**src/rtl/if_fetch_stage.sv**
```systemverilog
// Instruction fetch stage: PC register, next-PC selection,
// and the IF/ID pipeline register with wrong-path squash.
module if_fetch_stage #(
  parameter logic [31:0] RESET_PC = 32'h0040_0000,
  parameter int          CNT_W    = 16
) (
  input  logic             clk,
  input  logic             rst,
  input  logic             branch,
  input  logic [1:0]       pc_sel,
  input  logic [31:0]      id_pc4,
  input  logic [15:0]      id_imm16,
  input  logic [25:0]      id_index26,
  input  logic [31:0]      id_rs_reg,
  input  logic             stall,
  output logic [31:0]      imem_addr,
  input  logic [31:0]      imem_rdata,
  input  logic             imem_ready,
  output logic [31:0]      if_id_instr,
  output logic [31:0]      if_id_pc4,
  output logic             if_id_valid,
  output logic             pc_misalign,
  output logic [CNT_W-1:0] redirect_cnt
);

  logic [31:0] pc;
  logic [31:0] pc4;
  logic [31:0] target;
  logic [31:0] br_off;
  logic        redirect;
  logic        jr_bad;

  assign imem_addr = pc;
  assign pc4       = pc + 32'd4;
  assign br_off    = {{14{id_imm16[15]}}, id_imm16, 2'b00};

  // A branch seen under stall is dropped; ID re-issues it later.
  assign redirect = branch & ~stall & (pc_sel != 2'b00);
  assign jr_bad   = redirect & (pc_sel == 2'b11)
                  & (|id_rs_reg[1:0]);

  always_comb begin
    target = pc4;
    case (pc_sel)
      2'b01:   target = id_pc4 + br_off;
      2'b10:   target = {id_pc4[31:28], id_index26, 2'b00};
      2'b11:   target = {id_rs_reg[31:2], 2'b00};
      default: target = pc4;
    endcase
  end

  always_ff @(posedge clk) begin
    if (!rst) begin
      pc           <= RESET_PC;
      if_id_instr  <= '0;
      if_id_pc4    <= '0;
      if_id_valid  <= 1'b0;
      pc_misalign  <= 1'b0;
      redirect_cnt <= '0;
    end else begin
      pc_misalign <= jr_bad;
      if (stall) begin
        pc <= pc;
      end else if (redirect) begin
        pc           <= target;
        if_id_instr  <= '0;
        if_id_pc4    <= '0;
        if_id_valid  <= 1'b0;
        redirect_cnt <= redirect_cnt + 1'b1;
      end else if (!imem_ready) begin
        if_id_instr <= '0;
        if_id_pc4   <= '0;
        if_id_valid <= 1'b0;
      end else begin
        pc          <= pc4;
        if_id_instr <= imem_rdata;
        if_id_pc4   <= pc4;
        if_id_valid <= 1'b1;
      end
    end
  end

endmodule

```
**config.mk**
```make
export PLATFORM = sky130hd
export DESIGN_NAME = if_fetch_stage
export DESIGN_NICKNAME = d
export VERILOG_FILES = /design/src/rtl/if_fetch_stage.sv
export SDC_FILE = /design/constraint.sdc
export NUM_CORES = 1
export LEC_CHECK = 0
export BUFFER_PORTS_ARGS = -buffer_cell sky130_fd_sc_hd__buf_2
export CAP_MARGIN = 20
export CORE_ASPECT_RATIO = 1.75
export CORE_UTILIZATION = 50
export CTS_CLUSTER_DIAMETER = 200
export CTS_CLUSTER_SIZE = 20
export DETAILED_ROUTE_END_ITERATION = 8
export PLACE_DENSITY = 0.9
export SYNTH_ARGS = -nofsm -noshare
export SYNTH_HDL_FRONTEND = slang
export SYNTH_SLANG_ARGS = --single-unit
```
**constraint.sdc**
```tcl
create_clock -name clk -period 2.7 [get_ports clk]
set_clock_uncertainty 0.15 [all_clocks]
set_input_delay 0.135 -clock clk [delete_from_list [all_inputs] [get_ports clk]]
set_output_delay 0.135 -clock clk [all_outputs]
set_load 0.02 [all_outputs]
```
Word-level counts from Yosys, hierarchy flattened
Cells that the tools add are included.

storage, ports and cells
  flip-flop bits (word level) = 114
  input bits = 145
  output and inout port bits = 114
  word-level logic and storage cells = 31

cells by class
  add/sub/neg operators = 3
  equal/unequal tests = 3
  mux-type cells = 9
  bitwise operators = 5
  reductions and logical operators = 5

operators by type and width
  operator                                                          number
  32-bit 2-to-1 mux                                                 6
  32-bit one-hot mux with 3 select lines                            1
  32-bit by 3-bit adder with 32-bit output (second input constant)  1
  32-bit adder                                                      1
  16-bit by 1-bit adder with 16-bit output (second input constant)  1
  1-bit AND                                                         4
  2-bit == test (second input constant)                             2
  2-bit AND reduction                                               2
  2-bit nonzero test                                                2
  2-bit by 1-bit == test with 1-bit output (second input constant)  1
  1-bit 2-to-1 mux                                                  2
  2-bit OR reduction                                                1
  1-bit NOT                                                         1

Logic depth before layout (Yosys ltp)
Gate-level depths: netlist of the first run.

  depth in word-level cells = 5
  gate-level depth with buffers = 11
  depth with buffers taken out = 11

Least setup slack after synthesis of the first run
Ideal clock, no wire load.

  path kind = reg-to-reg
  start = reg pc[2], in the netlist imem_addr[2]
  end = reg pc[30], in the netlist imem_addr[30]
  setup time = 0.063 ns
  arrival = 2.294 ns
  data required time = 2.487 ns
  setup slack = 0.194 ns
  stages on the path, launching flop included = 10
  path buffers = 0
  clock period less this slack = 2.506 ns
  path through = dfxtp_1 ha_1 and3_2 nand2_4 nor4_4 nand3_2 xor2_1 a2111oi_0 o21ai_1 nand3b_1

on the way
  cells in the longest elaborated chain, start to end = 3
  elaborated cells on any way between the ends = 4
  those cells by class = 1 x add/sub; 3 x mux

ends and longest elaborated chain
  element                                                                      line    text
  start: declaration                                                           26      logic [31:0] pc;
  start signal: assignment                                                     63      pc <= pc;
  start signal: assignment                                                     65      pc <= target;
  start signal: assignment                                                     75      pc <= pc4;
  32-bit by 3-bit adder with 32-bit output *                                   34      assign pc4 = pc + 32'd4;
  32-bit one-hot mux with 3 select lines or 32-bit 2-to-1 mux (tied branches)  44, 70
  32-bit 2-to-1 mux *                                                          64      end else if (redirect) begin

Mark *: on every way between the ends. The rest lies on a longest branch, timed or not. The select of a mux whose other input is x is not followed.
A chain may end at the register's enable or synchronous reset.

Final worst setup path of the first run
  start = reg pc[11], in the netlist imem_addr[11]
  end = reg pc[30], in the netlist imem_addr[30]

The elaborated chain is that of the path after synthesis.

==> run_results.csv, run 1 <==
group,metric,value,unit
detailed_routing,drtAntennaViolNets,0,
die,die_h,160.4,microns
synthesis,synth_top_area_share,0.3182,
synthesis,synth_area,0.007172,sq mm
timing,relSlewSlack,0.5197,
setup_path,r2r_end,"imem_addr[30]$_SDFFE_PN0P_",
die,initial_utilization,0.5157,
job,cap_violations,0,
hold_path,hold_path_class,"in2reg",
synthesis,async_flop_share,0,
setup_path,required,2900,ps
placed_design,portBuffers,258,
setup_path,crit_slowest_cell,"dfxtp_1",
clock_tree,insertion_delay,420,ps
cells_and_area,drive_gt1_frac,0.3058,
die,dieWidth,92.54,microns
global_route,grt_pass1_vias,7775,
synthesis,synth.yosys.seq_area_share,0.3182,
power,power.leakage,4.409,nW
synthesis,synth_cells,882,
global_route,grt_pass1_wl,36940,microns
setup_path,cp_top_family,"simple AND/OR/NAND/NOR gates",
clock_tree,h-tree-depth,4,
synthesis,synth_ff_type,"dfxtp_1",
setup_path,cp_slowest_stage_delay,470,ps
synthesis,syn_avg_cell_area,8.131,sq um
global_route,track_usage,0.3123,
power,p_total,4.913,mW
placed_design,gp_congestion,0.9608,
hold_path,min_path_cells,5,
synthesis,yosys_register_bits,114,
timing,setup_ws,173.2,ps
synthesis,yosys-top-cells-area,"dfxtp_1 (32%), nor2_1 (6.7%), a22oi_1 (6.4%)",
synthesis,ys_types,71,
clock_tree,cts_sinks,114,
timing,tightest_slew,702.4,ps
setup_path,crit_path_start_kind,"register",
global_route,grt_antenna_before_repair,0,
cells_and_area,utilization,0.6926,
setup_path,critical_path_buf_inv_count,0,
timing,fin_tns_setup,0,ps
synthesis,synth_warnings,0,
hold_path,min-delay-start,"id_index26[23]",
setup_path,rrSetupSlack,170,ps
die,dieArea,0.01485,sq mm
setup_path,end_kind,"register",
detailed_routing,wl_per_cell,17.02,microns
setup_path,r2r_cells,8,
setup_path,path_cells,"nand3_2 > or3_4 > nor4_4 > nand3_2 > xor2_1 > a2111oi_0 > o21ai_1 > nand3b_1",
placed_design,hpwl,17030,microns
setup_path,crit_fanout,5,
timing,hold_viol,0,
global_route,grt_max_degree,66,
setup_path,r2r_start,"imem_addr[11]$_SDFFE_PN0P_",
detailed_routing,drc,0,
timing,rsz0062_at_grt,"no",
die,core,0.01391,sq mm
synthesis,yosysTopAreaCell,"dfxtp_1",
cells_and_area,diodes,0,
clock_tree,cts_max_path_buffers,2,
timing,max_freq,395.8,MHz
synthesis,synth-edff-count,0,
power,ir_drop,373.3,uV
setup_path,cp_data_arrival_time,2730,ps
die,num_rows,57,
detailed_routing,firstDrtPassIters,6,
placed_design,post-place-ws,-203.7,ps
clock_tree,clockRootBuffer,"clkbuf_16",
setup_path,path_common_cell,"nand3_2",
synthesis,synthesis.nets,1059,
timing,slew_violations,0,
timing,post-route-period-util,0.9358,
clock_tree,cts_made_buffers,17,
clock_tree,cts_tree,"yes",
timing,min_period,2527,ps
clock_tree,clk_pin_slew,60,ps
detailed_routing,num_vias,7966,
cells_and_area,nets,1351,
cells_and_area,syn_to_final_growth,34.30,%
hold_path,whs_endpoint,"imem_addr[25]$_SDFFE_PN0P_",
timing,finalSetupViolations,0,
detailed_routing,routed_via_density,5.840,
timing,hold_ws,5.355,ps
detailed_routing,wl,23210,microns
die,ios,259,
global_route,grt-ovfl-total,0,
power,powerDensity,510.1,mW/mm^2
setup_path,path_class,"reg2reg",
detailed_routing,drt_iter0_drc,511,
outcome,status,"finished, final reports clean",
[how the worst max path moves through the flow]
stage	depth (start not counted)	end	startpoint	slack [ps]
2_1_floorplan	9	imem_addr[30]$_SDFFE_PN0P_	imem_addr[2]$_SDFFE_PN0P_	190
3_3_place_gp	12	imem_addr[26]$_SDFFE_PN0P_	id_pc4[2]	-60
3_5_place_dp	12	imem_addr[26]$_SDFFE_PN0P_	id_pc4[2]	-200
4_1_cts	8	imem_addr[30]$_SDFFE_PN0P_	imem_addr[11]$_SDFFE_PN0P_	200
5_1_grt	12	imem_addr[26]$_SDFFE_PN0P_	id_pc4[2]	30
6_report	8	imem_addr[30]$_SDFFE_PN0P_	imem_addr[11]$_SDFFE_PN0P_	170
[where the power goes]
group / internal, mW / switching [mW] / total [mW]
Sequential: 1.74 / 0.0629 / 1.81
Combinational: 0.463 / 0.604 / 1.07
Clock: 1.20 / 0.838 / 2.04
[sequential cells by signal, indices dropped and copies added, names as in the netlist]
signal and cells:
if_id_pc4 32, pc_misalign 1, redirect_cnt 16, if_id_valid 1, if_id_instr 32, imem_addr 32
[layer usage]
layer	vias to the layer above	wire [microns]	global-route usage
met2	360	12160	0.5626
met5	-	0	0
met1	3682	8314	0.3135
li1	3816	-	-
met4	0	1470	0.2067
met3	108	1269	0.07150
[what timing repair did]
action | CTS | global route
resized for setup | 0 | 1
setup buffers | 0 | 0
endpoints found under the hold margin | 35 | 0
endpoints found under the setup margin | 0 | 1
hold buffers | 36 | 0
[through the flow]
stage / cell area [sq um] / std cells
after floorplan: 7172 / 882
after global placement: 8726 / 1296
after detailed placement: 8726 / 1296
after CTS: 9632 / 1364
after global routing: 9632 / 1364
final: 9632 / 1364
[cell usage after synthesis (all sizes together), types with 4 or more instances]
| library cell | instances |
|---|---|
| inv | 17 |
| a21o | 14 |
| dfxtp | 114 |
| nand3 | 36 |
| ha | 31 |
| clkbuf | 47 |
| a211oi | 15 |
| xor2 | 36 |
| mux2i | 16 |
| and3 | 12 |
| buf | 7 |
| a2111oi | 4 |
| nand4 | 20 |
| a221oi | 13 |
| nor3 | 18 |
| xnor2 | 44 |
| nand2 | 56 |
| o21ai | 42 |
| or3 | 9 |
| o21a | 6 |
| nor2 | 128 |
| a22oi | 61 |
| and2 | 6 |
| a31oi | 10 |
| a21oi | 48 |
| or2 | 4 |
| o211ai | 5 |
| mux2 | 16 |
[cell usage in the layout (no fill, tap or decap), drive strengths merged, types with 4 or more instances in the layout]
master and count:
inv 21, nor3 18, and2 6, mux2 16, a31oi 10, dfxtp 114
ha 31, xnor2 44, mux2i 16, clkinvlp 4, xor2 36, clkinv 7
a21oi 48, a21o 14, nand3 36, a211oi 15, a2111oi 4, o21ai 42
nand4 20, dlygate4sd3 36, o21a 6, a22oi 61, or3 9, o211ai 5
buf 291, or2 4, nand2 56, and3 12, clkbuf 18, nor2 128
a221oi 13
[layout make-up]
class,count,area (sq um)
inverter,18,67.56
fill,1156,4275
clock buffer,18,439.2
sequential,114,2282
tap,177,221.5
timing repair buffer,327,1937
clock inverter,14,106.4
multi-input combinational,696,4578
[cell families (layout without fill, tap and decap cells)]
kind of cell,count (synthesis),after routing,synth area share
and+or+nand+nor,305,305,0.2018
muxes,32,32,0.04745
buffers and inverters,72,377,0.04396
DFF,114,114,0.3182
xor gates and xnor gates,80,80,0.09770
adders and majority gates,32,32,0.05687
AOI/OAI and AO/OA,247,247,0.2340
[worst reg2reg max path: cells and delay by family, from the launching register on]
kind / cells / cell delay [ps]
xor gates and xnor gates: 1 / 190
AOI/OAI and AO/OA: 2 / 550
and+or+nand+nor: 5 / 1100
DFF: 1 / 470
(Power assumes the default switching activity.)
==> inputs of run 2 (changes only) <==
--- a/config.mk
+++ b/config.mk
@@ -5,6 +5,7 @@
 export SDC_FILE = /design/constraint.sdc
 export NUM_CORES = 1
 export LEC_CHECK = 0
+export ABC_AREA = 1
 export BUFFER_PORTS_ARGS = -buffer_cell sky130_fd_sc_hd__buf_2
 export CAP_MARGIN = 20
 export CORE_ASPECT_RATIO = 1.75
@@ -12,7 +13,7 @@
 export CTS_CLUSTER_DIAMETER = 200
 export CTS_CLUSTER_SIZE = 20
 export DETAILED_ROUTE_END_ITERATION = 8
-export PLACE_DENSITY = 0.9
+export PLACE_DENSITY = 0.89
 export SYNTH_ARGS = -nofsm -noshare
 export SYNTH_HDL_FRONTEND = slang
 export SYNTH_SLANG_ARGS = --single-unit
==> run 2 against run 1 <==
Net effect: design area rose by 9.3%; largest power group unchanged; clock power grew 22%; register-to-register slack got worse by 30 ps.
==> run_results.csv, run 2 <==
group,metric,value,unit
detailed_routing,num_vias,9827,
job,cap_violations,0,
synthesis,yosys.cell_count.top_type,"nand2_1",
timing,post-route-period-util,0.9469,
setup_path,required,2900,ps
placed_design,hpwl,24350,microns
setup_path,crit_slowest_cell,"dlygate4sd3_1",
timing,slew_violations,0,
global_route,track_usage,0.3868,
detailed_routing,drt_iter0_drc,565,
detailed_routing,wl,32280,microns
synthesis,yosys-top-cells-area,"dfxtp_1 (29%), nand2_1 (22%), a21oi_1 (7.8%)",
cells_and_area,multi_input_area,0.004827,sq mm
clock_tree,clockRootBuffer,"clkbuf_16",
synthesis,syn_avg_cell_area,6.164,sq um
timing,max_freq,391.1,MHz
die,die_h,168.0,microns
synthesis,ys_types,47,
placed_design,gp_congestion,1.096,
clock_tree,cts_made_buffers,17,
cells_and_area,nets,1757,
global_route,grt_pass1_vias,9589,
cells_and_area,seq_area,0.002283,sq mm
detailed_routing,routed_via_density,5.527,
synthesis,yosys_register_bits,114,
power,power.leakage,5.240,nW
synthesis,synth.yosys.seq_area_share,0.2899,
setup_path,critical_path_buf_inv_count,2,
global_route,grt_antenna_before_repair,0,
clock_tree,post-cts-setup-buffers,0,
timing,relSlewSlack,0.3097,
die,initial_utilization,0.5115,
setup_path,path_cells,"inv_1 > nor3_2 > nand2_1 > nor2_1 > xor2_1 > o21bai_1 > a41oi_1 > dlygate4sd3_1",
cells_and_area,syn_to_final_growth,33.75,%
setup_path,cp_top_family,"buffers and inverters",
clock_tree,clk_pin_slew,60,ps
synthesis,synth_ff_type,"dfxtp_1",
synthesis,synth-edff-count,0,
synthesis,yosysTopAreaCell,"dfxtp_1",
setup_path,path_class,"reg2reg",
cells_and_area,diodes,0,
die,dieWidth,96.85,microns
synthesis,synth_common_cells,"nand2_1 (456), inv_1 (150), a21oi_1 (123)",
cells_and_area,final_common_cell,"nand2_1",
timing,rsz0062_at_grt,"no",
die,dieArea,0.01627,sq mm
cells_and_area,utilization,0.6841,
timing,fin_tns_setup,0,ps
timing,min_period,2557,ps
power,ir_drop,389.0,uV
clock_tree,insertion_delay,410,ps
global_route,grt_pass1_wl,48770,microns
setup_path,cp_slowest_stage_delay,580,ps
outcome,status,"finished, final reports clean",
die,core,0.01539,sq mm
global_route,grt_max_degree,66,
clock_tree,cts_sinks,114,
synthesis,synth_warnings,0,
cells_and_area,fillers,1349,
timing,tightest_slew,1034,ps
cells_and_area,layout_common_cells,"nand2_1 (456), buf_2 (258), inv_1 (150)",
clock_tree,cts_tree,"yes",
clock_tree,cts_max_path_buffers,2,
detailed_routing,wl_per_cell,18.16,microns
synthesis,synth_top_area_share,0.2899,
detailed_routing,drc,0,
setup_path,crit_path_start_kind,"register",
detailed_routing,firstDrtPassIters,5,
timing,finalSetupViolations,0,
setup_path,crit_fanout,5,
timing,hold_viol,0,
setup_path,cp_data_arrival_time,2760,ps
detailed_routing,drtAntennaViolNets,0,
global_route,grt-ovfl-total,0,
hold_path,hold_path_class,"in2reg",
clock_tree,h-tree-depth,4,
cells_and_area,drive_gt1_frac,0.2192,
setup_path,end_kind,"register",
synthesis,async_flop_share,0,
synthesis,synth_area,0.007871,sq mm
placed_design,portBuffers,258,
synthesis,synthesis.nets,1454,
die,num_rows,60,
power,powerDensity,531.9,mW/mm^2
synthesis,synth_cells,1277,
die,ios,259,
power,p_total,5.600,mW
[run 2: layout make-up]
cell class              count  share of cell area
clock inverters            14             0.02151
clock buffers              17             0.04041
multi-input cells         964              0.4585
repair buffers            329              0.1856
well taps                 186             0.02211
flip-flops and latches    114              0.2169
inverters                 154             0.05491
[run 2: final timing paths]
path                                                 start                    endpoint  slack [ps]  cells after the start
worst min-delay path                         id_index26[2]   imem_addr[4]$_SDFFE_PN0P_           9                      4
worst max register to register   imem_addr[7]$_SDFFE_PN0P_  imem_addr[11]$_SDFFE_PN0P_         140                      8
worst max-delay path             imem_addr[7]$_SDFFE_PN0P_  imem_addr[11]$_SDFFE_PN0P_         140                      8
worst min register to register  if_id_pc4[14]$_SDFFE_PN0N_  if_id_pc4[14]$_SDFFE_PN0N_         310                      2
[run 2: where the power goes]
group	total, mW	leakage (nW)	internal (mW)	switching (mW)
combinational	1.27	4.00	0.455	0.817
clock	2.49	0.311	1.65	0.840
sequential	1.84	0.929	1.75	0.0872
[run 2: routing by layer]
metal,vias to the layer above,GRT usage,part of all wire
li1,4734,-,-
met1,4416,0.3631,0.33
met2,493,0.7070,0.52
met3,184,0.05770,0.056
met4,0,0.3634,0.099
met5,-,0,0
[run 2: kinds of logic after synthesis]
group / count (synthesis) / share of synthesized area
xor+xnor: 25 / 0.02782
compound gates: 223 / 0.1596
flops: 114 / 0.2899
fa+ha+maj: 32 / 0.05182
simple gates: 684 / 0.3731
buf+inv: 199 / 0.09776
[run 2: tightest hold or removal path: cells and delay by family]
| family | cells | cell delay [ps] |
|---|---|---|
| AOI/OAI and AO/OA | 3 | 330 |
| buffers and inverters | 1 | 80 |
[run 2: through the flow]
| step | cell area, sq um | cells | hold slack (ps) | setup slack, ps |
|---|---|---|---|---|
| 2_1_floorplan | 7871 | 1277 | 129.7 | 646.5 |
| 3_3_place_gp | 9399 | 1700 | 234.6 | 259.7 |
| 3_5_place_dp | 9399 | 1700 | 241.1 | 242.8 |
| 4_1_cts | 10520 | 1778 | 8.718 | 93.33 |
| 5_1_grt | 10530 | 1778 | 22.08 | 6.133 |
| 6_report | 10530 | 1778 | 9.067 | 143.3 |
[run 2: repair_timing]
item                       CTS  global route
hold endpoints to repair    41             0
hold buffers                47             0
setup endpoints to repair    0             2
gates resized for setup      0             3
